**config.mk**
```make
export PLATFORM = sky130hd
export DESIGN_NAME = mem_arbiter
export DESIGN_NICKNAME = d
export VERILOG_FILES = /design/src/rtl/mem_arbiter.sv
export SDC_FILE = /design/constraint.sdc
export NUM_CORES = 1
export LEC_CHECK = 0
export ABC_AREA = 1
export CAP_MARGIN = 10
export CORE_MARGIN = 8
export CORE_UTILIZATION = 37
export DETAILED_ROUTE_END_ITERATION = 10
export PLACE_DENSITY = 0.88
export SYNTH_ARGS = -nofsm -noshare
export SYNTH_HDL_FRONTEND = slang
export SYNTH_SLANG_ARGS = --single-unit
```
**constraint.sdc**
```tcl
create_clock -name clk -period 3.5 [get_ports clk]
set_input_delay 0.7 -clock clk [delete_from_list [all_inputs] [get_ports clk]]
set_output_delay 0.7 -clock clk [all_outputs]
set_load 0.01 [all_outputs]
```
**src/rtl/mem_arbiter.sv**
```systemverilog
// Two-port arbiter sharing one main memory between instruction fetch (I) and load/store (D).
// Round-robin or D-first fixed priority; responses are registered and arrive one cycle later.
module mem_arbiter #(
  parameter int unsigned width          = 32,
  parameter int unsigned addr_width     = 32,
  parameter bit          fixed_priority = 1'b0
) (
  input  logic                  clk,
  input  logic                  rst,

  input  logic                  i_req_valid,
  output logic                  i_req_ready,
  input  logic [addr_width-1:0] i_req_addr,
  output logic                  i_resp_valid,
  output logic [width-1:0]      i_resp_data,

  input  logic                  d_req_valid,
  output logic                  d_req_ready,
  input  logic                  d_req_we,
  input  logic [addr_width-1:0] d_req_addr,
  input  logic [width-1:0]      d_req_wdata,
  output logic                  d_resp_valid,
  output logic [width-1:0]      d_resp_data,

  output logic [addr_width-1:0] mem_read_address,
  input  logic [width-1:0]      mem_read_data,
  output logic [addr_width-1:0] mem_write_address,
  output logic [width-1:0]      mem_write_data,
  output logic                  mem_write_enable
);

  // rr_ptr: 0 = I wins a collision, 1 = D wins a collision.
  logic             rr_ptr_q, rr_ptr_d;
  logic             grant_i, grant_d;
  logic             i_resp_valid_q, i_resp_valid_d;
  logic [width-1:0] i_resp_data_q, i_resp_data_d;
  logic             d_resp_valid_q, d_resp_valid_d;
  logic [width-1:0] d_resp_data_q, d_resp_data_d;

  // Grants are gated by rst so nothing is accepted while reset is held.
  always_comb begin
    grant_i = 1'b0;
    grant_d = 1'b0;
    if (rst) begin
      if (i_req_valid && d_req_valid) begin
        if (fixed_priority || rr_ptr_q) begin
          grant_d = 1'b1;
        end else begin
          grant_i = 1'b1;
        end
      end else begin
        grant_i = i_req_valid;
        grant_d = d_req_valid;
      end
    end
  end

  assign i_req_ready = grant_i;
  assign d_req_ready = grant_d;

  always_comb begin
    mem_read_address  = '0;
    mem_write_address = '0;
    mem_write_data    = '0;
    mem_write_enable  = 1'b0;
    if (grant_i) begin
      mem_read_address = i_req_addr;
    end else if (grant_d) begin
      mem_read_address  = d_req_addr;
      mem_write_address = d_req_addr;
      mem_write_data    = d_req_wdata;
      mem_write_enable  = d_req_we;
    end
  end

  always_comb begin
    rr_ptr_d       = rr_ptr_q;
    i_resp_valid_d = grant_i;
    i_resp_data_d  = i_resp_data_q;
    d_resp_valid_d = grant_d;
    d_resp_data_d  = d_resp_data_q;
    if (grant_i) begin
      rr_ptr_d      = 1'b1;
      i_resp_data_d = mem_read_data;
    end
    if (grant_d) begin
      rr_ptr_d      = 1'b0;
      d_resp_data_d = d_req_we ? '0 : mem_read_data;
    end
  end

  always_ff @(posedge clk or negedge rst) begin
    if (!rst) begin
      rr_ptr_q       <= 1'b0;
      i_resp_valid_q <= 1'b0;
      i_resp_data_q  <= '0;
      d_resp_valid_q <= 1'b0;
      d_resp_data_q  <= '0;
    end else begin
      rr_ptr_q       <= rr_ptr_d;
      i_resp_valid_q <= i_resp_valid_d;
      i_resp_data_q  <= i_resp_data_d;
      d_resp_valid_q <= d_resp_valid_d;
      d_resp_data_q  <= d_resp_data_d;
    end
  end

  assign i_resp_valid = i_resp_valid_q;
  assign i_resp_data  = i_resp_data_q;
  assign d_resp_valid = d_resp_valid_q;
  assign d_resp_data  = d_resp_data_q;

endmodule

```
==> results of run 1 <==
worst max-delay path: cells and delay by family:
kind	cells	cell delay, ns
buf+inv	4	1.37
simple gates	3	0.44
registers in the layout (all words and copies together) (netlist names):
name,flops
i_resp_valid,1
d_resp_valid,1
d_resp_data,32
i_resp_data,32
rr_ptr_q,1
metrics by stage:
stage	utilization [%]	total power, W	cells	instance area (um^2)
5_1_grt	69.8	0.00280	1002	7140
4_1_cts	69.8	0.00269	1002	7140
3_3_place_gp	67.6	0.00194	986	6920
6_report	69.8	0.00266	1002	7140
2_1_floorplan	-	0.00133	573	3860
3_5_place_dp	67.6	0.00196	986	6920
power groups by stage:
stage                     sequential [W]  clock (W)  combinational, W
after global placement          0.000972          0          0.000970
after floorplan                  0.00103          0          0.000297
after detailed placement        0.000977          0          0.000985
final                           0.000965   0.000721          0.000973
after global routing            0.000980   0.000771           0.00105
after CTS                       0.000965   0.000737          0.000988
layout make-up:
class | count | area, um^2 | share of cell area, %
tap | 136 | 170 | 2.38
multi-input combinational | 361 | 1520 | 21.3
clock buffer | 9 | 124 | 1.73
sequential | 67 | 1680 | 23.5
inverter | 103 | 387 | 5.41
clock inverter | 7 | 100 | 1.40
timing repair buffer | 319 | 3160 | 44.3
metal layers:
metal | vias up | track usage (%)
met5 | - | 0
met4 | 0 | 6.49
met3 | 14 | 8.81
met2 | 242 | 43.6
met1 | 2153 | 23.2
li1 | 2300 | -
cells by family (layout without fill, tap and decap cells):
logic type             after synthesis  after routing  share of synthesized area, %
buffers and inverters              145            438                          17.4
flip-flops                          67             67                          43.4
AND/OR/NAND/NOR                    361            361                          39.2
synthesized netlist by cell type, drive strengths merged:
master / count / area [um^2]
nand2: 168 / 631
nand3: 128 / 641
inv: 103 / 387
dfrtp: 67 / 1680
nor2: 65 / 244
buf: 41 / 283
clkbuf: 1 / 3.75
path summary, 6_finish.rpt:
kind                       slack (ns)                 end
setup reg to reg                 1.99     d_resp_data[12]
max in group asynchronous        2.70      d_resp_data[5]
hold / removal                   0.39            rr_ptr_q
hold reg to reg                  0.47      i_resp_data[0]
setup / recovery                 0.27  mem_write_data[19]
min in group clk                 0.47      i_resp_data[0]
==> results.json, run 1 <==
{
  "cts_max_level": 3,
  "cts_resized": 0,
  "setup_tns_ns": 0,
  "cts_tree": "yes",
  "place.gp.congestion": 0.820,
  "seq_area_frac_synth_pct": 43.4,
  "hold_buffers": 0,
  "power_switching_w": 0.000829,
  "syn_nets": 706,
  "drc_errors": 0,
  "synth_cell_types": 9,
  "grt_pass1_vias": 4840,
  "startpoint": "d_req_valid",
  "grt_max_degree": 42,
  "p_int_w": 0.00183,
  "rsz0062_at_grt": "false",
  "area_delta_synth_final_pct": 84.8,
  "cp-start-kind": "input port",
  "drt_first_iter_violations": 288,
  "layout_commonest_cell": "clkdlybuf4s50_1",
  "cp.arrival_ns": 2.53,
  "yosysWarnings": 0,
  "synth_cells": 573,
  "path_clk_slew_ns": 0.08,
  "dp_hpwl_um": 13500,
  "required_ns": 2.80,
  "syn_area_um2": 3860,
  "worst_slew_pin_slew_ns": 0.505,
  "reg2regPathDepth": 7,
  "crit_path_end_kind": "output port",
  "grt-ovfl-total": 0,
  "comb_power_share_pct": 36.6,
  "wl_met2_um": 8850,
  "wl_per_cell_um": 16.7,
  "die_w_um": 118,
  "swShare_pct": 31.2,
  "path_cells": "clkdlybuf4s50_1 > nand2_1 > inv_2 > nand2_2 > buf_12 > nor2_1 > clkdlybuf4s50_1",
  "final_hold_viol_count": 0,
  "coreArea_um2": 10200,
  "post_cts_buffers": 0,
  "firstDrtPassIters": 7,
  "skew_ns": 0.00728,
  "dr.max_layer_used": "met4",
  "ios": 298,
  "ir_drop_v": 0.000185,
  "pwr-share-clk_pct": 27.1,
  "cts_num_sinks": 67,
  "port-buffer-count": 297,
  "postRouteAntennaNets": 0,
  "die_h_um": 118,
  "hp-class": "input port to asynchronous set/reset pin",
  "numCtsBuffers": 9,
  "final_max_slew_viol_count": 0,
  "rows": 37,
  "fillers": 832,
  "fin_hold_ws_ns": 0.387,
  "critPathKind": "input port to output port",
  "crit_path_max_incr_delay_ns": 0.58,
  "initial_utilization_pct": 37.8,
  "worst_slack_ns": 0.271,
  "met3_wirelength_um": 1720,
  "clock_latency_ns": 0.33,
  "cp_common_cell": "clkdlybuf4s50_1",
  "antenna_found_initial": 0,
  "finalCriticalPeriod_ns": 3.23,
  "setup_viol": 0,
  "cpMaxStageDelayCell": "clkdlybuf4s50_1",
  "min_period_over_period_pct": 92.3,
  "syn_avg_cell_area_um2": 6.75,
  "cp_max_fo": 29,
  "via_count": 4709,
  "p_seq_share_pct": 36.3,
  "n_antenna_cell": 0,
  "p_per_area_nw_per_um2": 372,
  "clock.fmax_ghz": 0.310,
  "met1Wirelength_um": 5910,
  "cts_root_buf": "clkbuf_8",
  "place_ws_ns": 0.215,
  "final_cell_mix": "296 x clkdlybuf4s50_1, 165 x nand2_1, 128 x nand3_1",
  "status": "finished clean",
  "grtUsageTotal_pct": 23.2,
  "grt_pass1_wl_um": 26000,
  "maxCapViolations": 0,
  "cts_max_path_buffers": 2,
  "slew_headroom_pct": 66.3,
  "dieArea_um2": 14000,
  "drive_gt1_share_pct": 5.08,
  "wl_um": 16700,
  "final_nets": 994,
  "ys_ff_latch": 67,
  "rr_startpoint": "rr_ptr_q",
  "via_per_inst": 4.70,
  "power.leakage_nw": 3.82
}
(Power assumes the default switching activity.)
==> run 2, diff against run 1 <==
--- a/config.mk
+++ b/config.mk
@@ -9,6 +9,7 @@
 export CAP_MARGIN = 10
 export CORE_MARGIN = 8
 export CORE_UTILIZATION = 37
+export CTS_CLUSTER_SIZE = 20
 export DETAILED_ROUTE_END_ITERATION = 10
 export PLACE_DENSITY = 0.88
 export SYNTH_ARGS = -nofsm -noshare
==> results of run 2 <==
The final DEF is identical to that of run 1; final timing and power are the same.
==> run 3, diff against run 2 <==
--- a/config.mk
+++ b/config.mk
@@ -7,11 +7,12 @@
 export LEC_CHECK = 0
 export ABC_AREA = 1
 export CAP_MARGIN = 10
-export CORE_MARGIN = 8
-export CORE_UTILIZATION = 37
+export CORE_AREA = 2 2 115 117
 export CTS_CLUSTER_SIZE = 20
 export DETAILED_ROUTE_END_ITERATION = 10
-export PLACE_DENSITY = 0.88
+export DIE_AREA = 0 0 117 119
+export PLACE_DENSITY = 0.74
+export SETUP_SLACK_MARGIN = 0.15
 export SYNTH_ARGS = -nofsm -noshare
 export SYNTH_HDL_FRONTEND = slang
 export SYNTH_SLANG_ARGS = --single-unit
==> run 3 against run 2 <==
Clock skew is essentially flat. Global-route usage shrank 2.3 points. Critical path depth is the same. Total power grew 7.9%. Combinational power shrank 2%. Register-to-register slack gained 0.03 ns. Sequential power is essentially flat. Final area grew 1.8%. First-iteration DRC count is the same. Core utilization shrank 13 points. Via count shrank 3.0%. Critical path type unchanged. Largest cell class unchanged.
==> results.json, run 3 (same netlist as run 1, synthesis figures left out) <==
{
  "grt-busiest-layer": "met2",
  "ir_drop_v": 0.000280,
  "fillers": 1192,
  "cp.arrival_ns": 2.45,
  "port-buffer-count": 297,
  "seqCellArea_um2": 1680,
  "cts_tree": "yes",
  "layout_commonest_cell": "clkdlybuf4s50_1",
  "worst_slack_ns": 0.353,
  "rr_startpoint": "rr_ptr_q",
  "r2r_slack_ns": 2.02,
  "skew_ns": 0.00708,
  "drt_first_iter_violations": 288,
  "setup_viol": 0,
  "n_antenna_cell": 0,
  "final_nets": 988,
  "cts_max_path_buffers": 2,
  "die_w_um": 117,
  "grtUsageTotal_pct": 20.9,
  "die_h_um": 119,
  "place_ws_ns": 0.338,
  "cp-start-kind": "input port",
  "clock_latency_ns": 0.33,
  "cts_max_level": 3,
  "final_hold_viol_count": 0,
  "via_per_inst": 4.41,
  "ios": 298,
  "dp_hpwl_um": 11300,
  "initial_utilization_pct": 30.0,
  "path_clk_slew_ns": 0.06,
  "met2_usage_pct": 37.5,
  "grt_pass1_wl_um": 22800,
  "min_period_over_period_pct": 89.9,
  "numCtsBuffers": 9,
  "place.gp.congestion": 0.786,
  "multi_input_area_um2": 1520,
  "finalCriticalPeriod_ns": 3.15,
  "cts_num_sinks": 67,
  "postRouteAntennaNets": 0,
  "use_met1_pct": 24.3,
  "required_ns": 2.80,
  "cp_max_fo": 48,
  "use_met3_pct": 5.50,
  "grt-ovfl-total": 0,
  "slew_headroom_pct": 64.6,
  "grt_max_degree": 65,
  "area_delta_synth_final_pct": 88.0,
  "final_cell_mix": "295 x clkdlybuf4s50_1, 165 x nand2_1, 128 x nand3_1",
  "post_cts_buffers": 0,
  "hp-class": "input port to asynchronous set/reset pin",
  "firstDrtPassIters": 4,
  "drive_gt1_share_pct": 4.30,
  "worst_slew_pin_slew_ns": 0.531,
  "drc_errors": 0,
  "rsz0062_at_grt": "false",
  "rr_endpoint": "i_resp_data[28]",
  "maxCapViolations": 0,
  "grt_pass1_vias": 4440,
  "critPathKind": "input port to output port",
  "status": "finished clean",
  "clock.fmax_ghz": 0.318,
  "antenna_found_initial": 0,
  "via_count": 4570,
  "power.leakage_nw": 3.85,
  "p_per_area_nw_per_um2": 395,
  "crit_path_end_kind": "output port",
  "coreArea_um2": 12900,
  "wl_per_cell_um": 14.2,
  "rows": 42,
  "wl_um": 14700,
  "dieArea_um2": 13900,
  "final_max_slew_viol_count": 0,
  "hold_buffers": 0,
  "reg2regPathDepth": 6,
  "setup_tns_ns": 0,
  "cts_resized": 0,
  "cts_root_buf": "clkbuf_16"
}
[run 3: cell count changes in the layout (fill, tap and decap cells not counted), sizes merged]
cell / change
clkbuf: +2
clkinv: +2
clkdlybuf4s50: -1
clkinvlp: -2
inv: -2
buf: -5
[run 3: how the worst max path moves through the flow]
stage,to,slack [ns],start,cells past startpoint
global placement,mem_read_address[18],0.35,d_req_valid,6
CTS,mem_write_data[3],0.33,d_req_valid,7
detailed placement,mem_write_data[3],0.34,d_req_valid,7
finish,mem_write_data[3],0.35,d_req_valid,7
global route,mem_write_data[14],0.24,d_req_valid,7
floorplan,mem_write_data[22],1.50,d_req_valid,6
[run 3: cell type report]
cell class | count | area share, %
inverter | 103 | 5.32
multi-input combinational | 361 | 21.0
sequential | 67 | 23.1
timing repair buffer | 313 | 43.4
clock buffer | 11 | 3.20
tap | 176 | 3.03
clock inverter | 5 | 1.07
[run 3: critical path, stage by stage]
cell,delay (ns)
clkdlybuf4s50_1,0.49
nand2_1,0.07
inv_2,0.10
nand2_2,0.16
buf_12,0.22
nor2_1,0.12
clkdlybuf4s50_1,0.55
[run 3: per-layer routing]
metal / vias to the layer above / share of wire, %
li1: 2286 / -
met1: 2095 / 39
met2: 174 / 51
met3: 15 / 7.6
met4: 0 / 1.6
met5: - / 0
[run 3: where the power goes]
group | total [W] | switching [W] | leakage, nW | internal [W]
combinational | 0.000954 | 0.000425 | 2.85 | 0.000529
clock | 0.000952 | 0.000331 | 0.150 | 0.000621
sequential | 0.000963 | 0.0000672 | 0.851 | 0.000896
total | 0.00287 | 0.000823 | 3.85 | 0.00205
[run 3: metrics by stage]
stage | power (W) | hold WS (ns) | utilization [%] | instances | cell area (um^2)
floorplan | 0.00133 | 0.404 | - | 573 | 3860
global placement | 0.00193 | 0.453 | 54.0 | 1020 | 6960
detailed placement | 0.00194 | 0.457 | 54.0 | 1020 | 6960
CTS | 0.00291 | 0.192 | 56.4 | 1036 | 7270
global route | 0.00302 | 0.199 | 56.4 | 1036 | 7270
finish | 0.00287 | 0.205 | 56.4 | 1036 | 7270
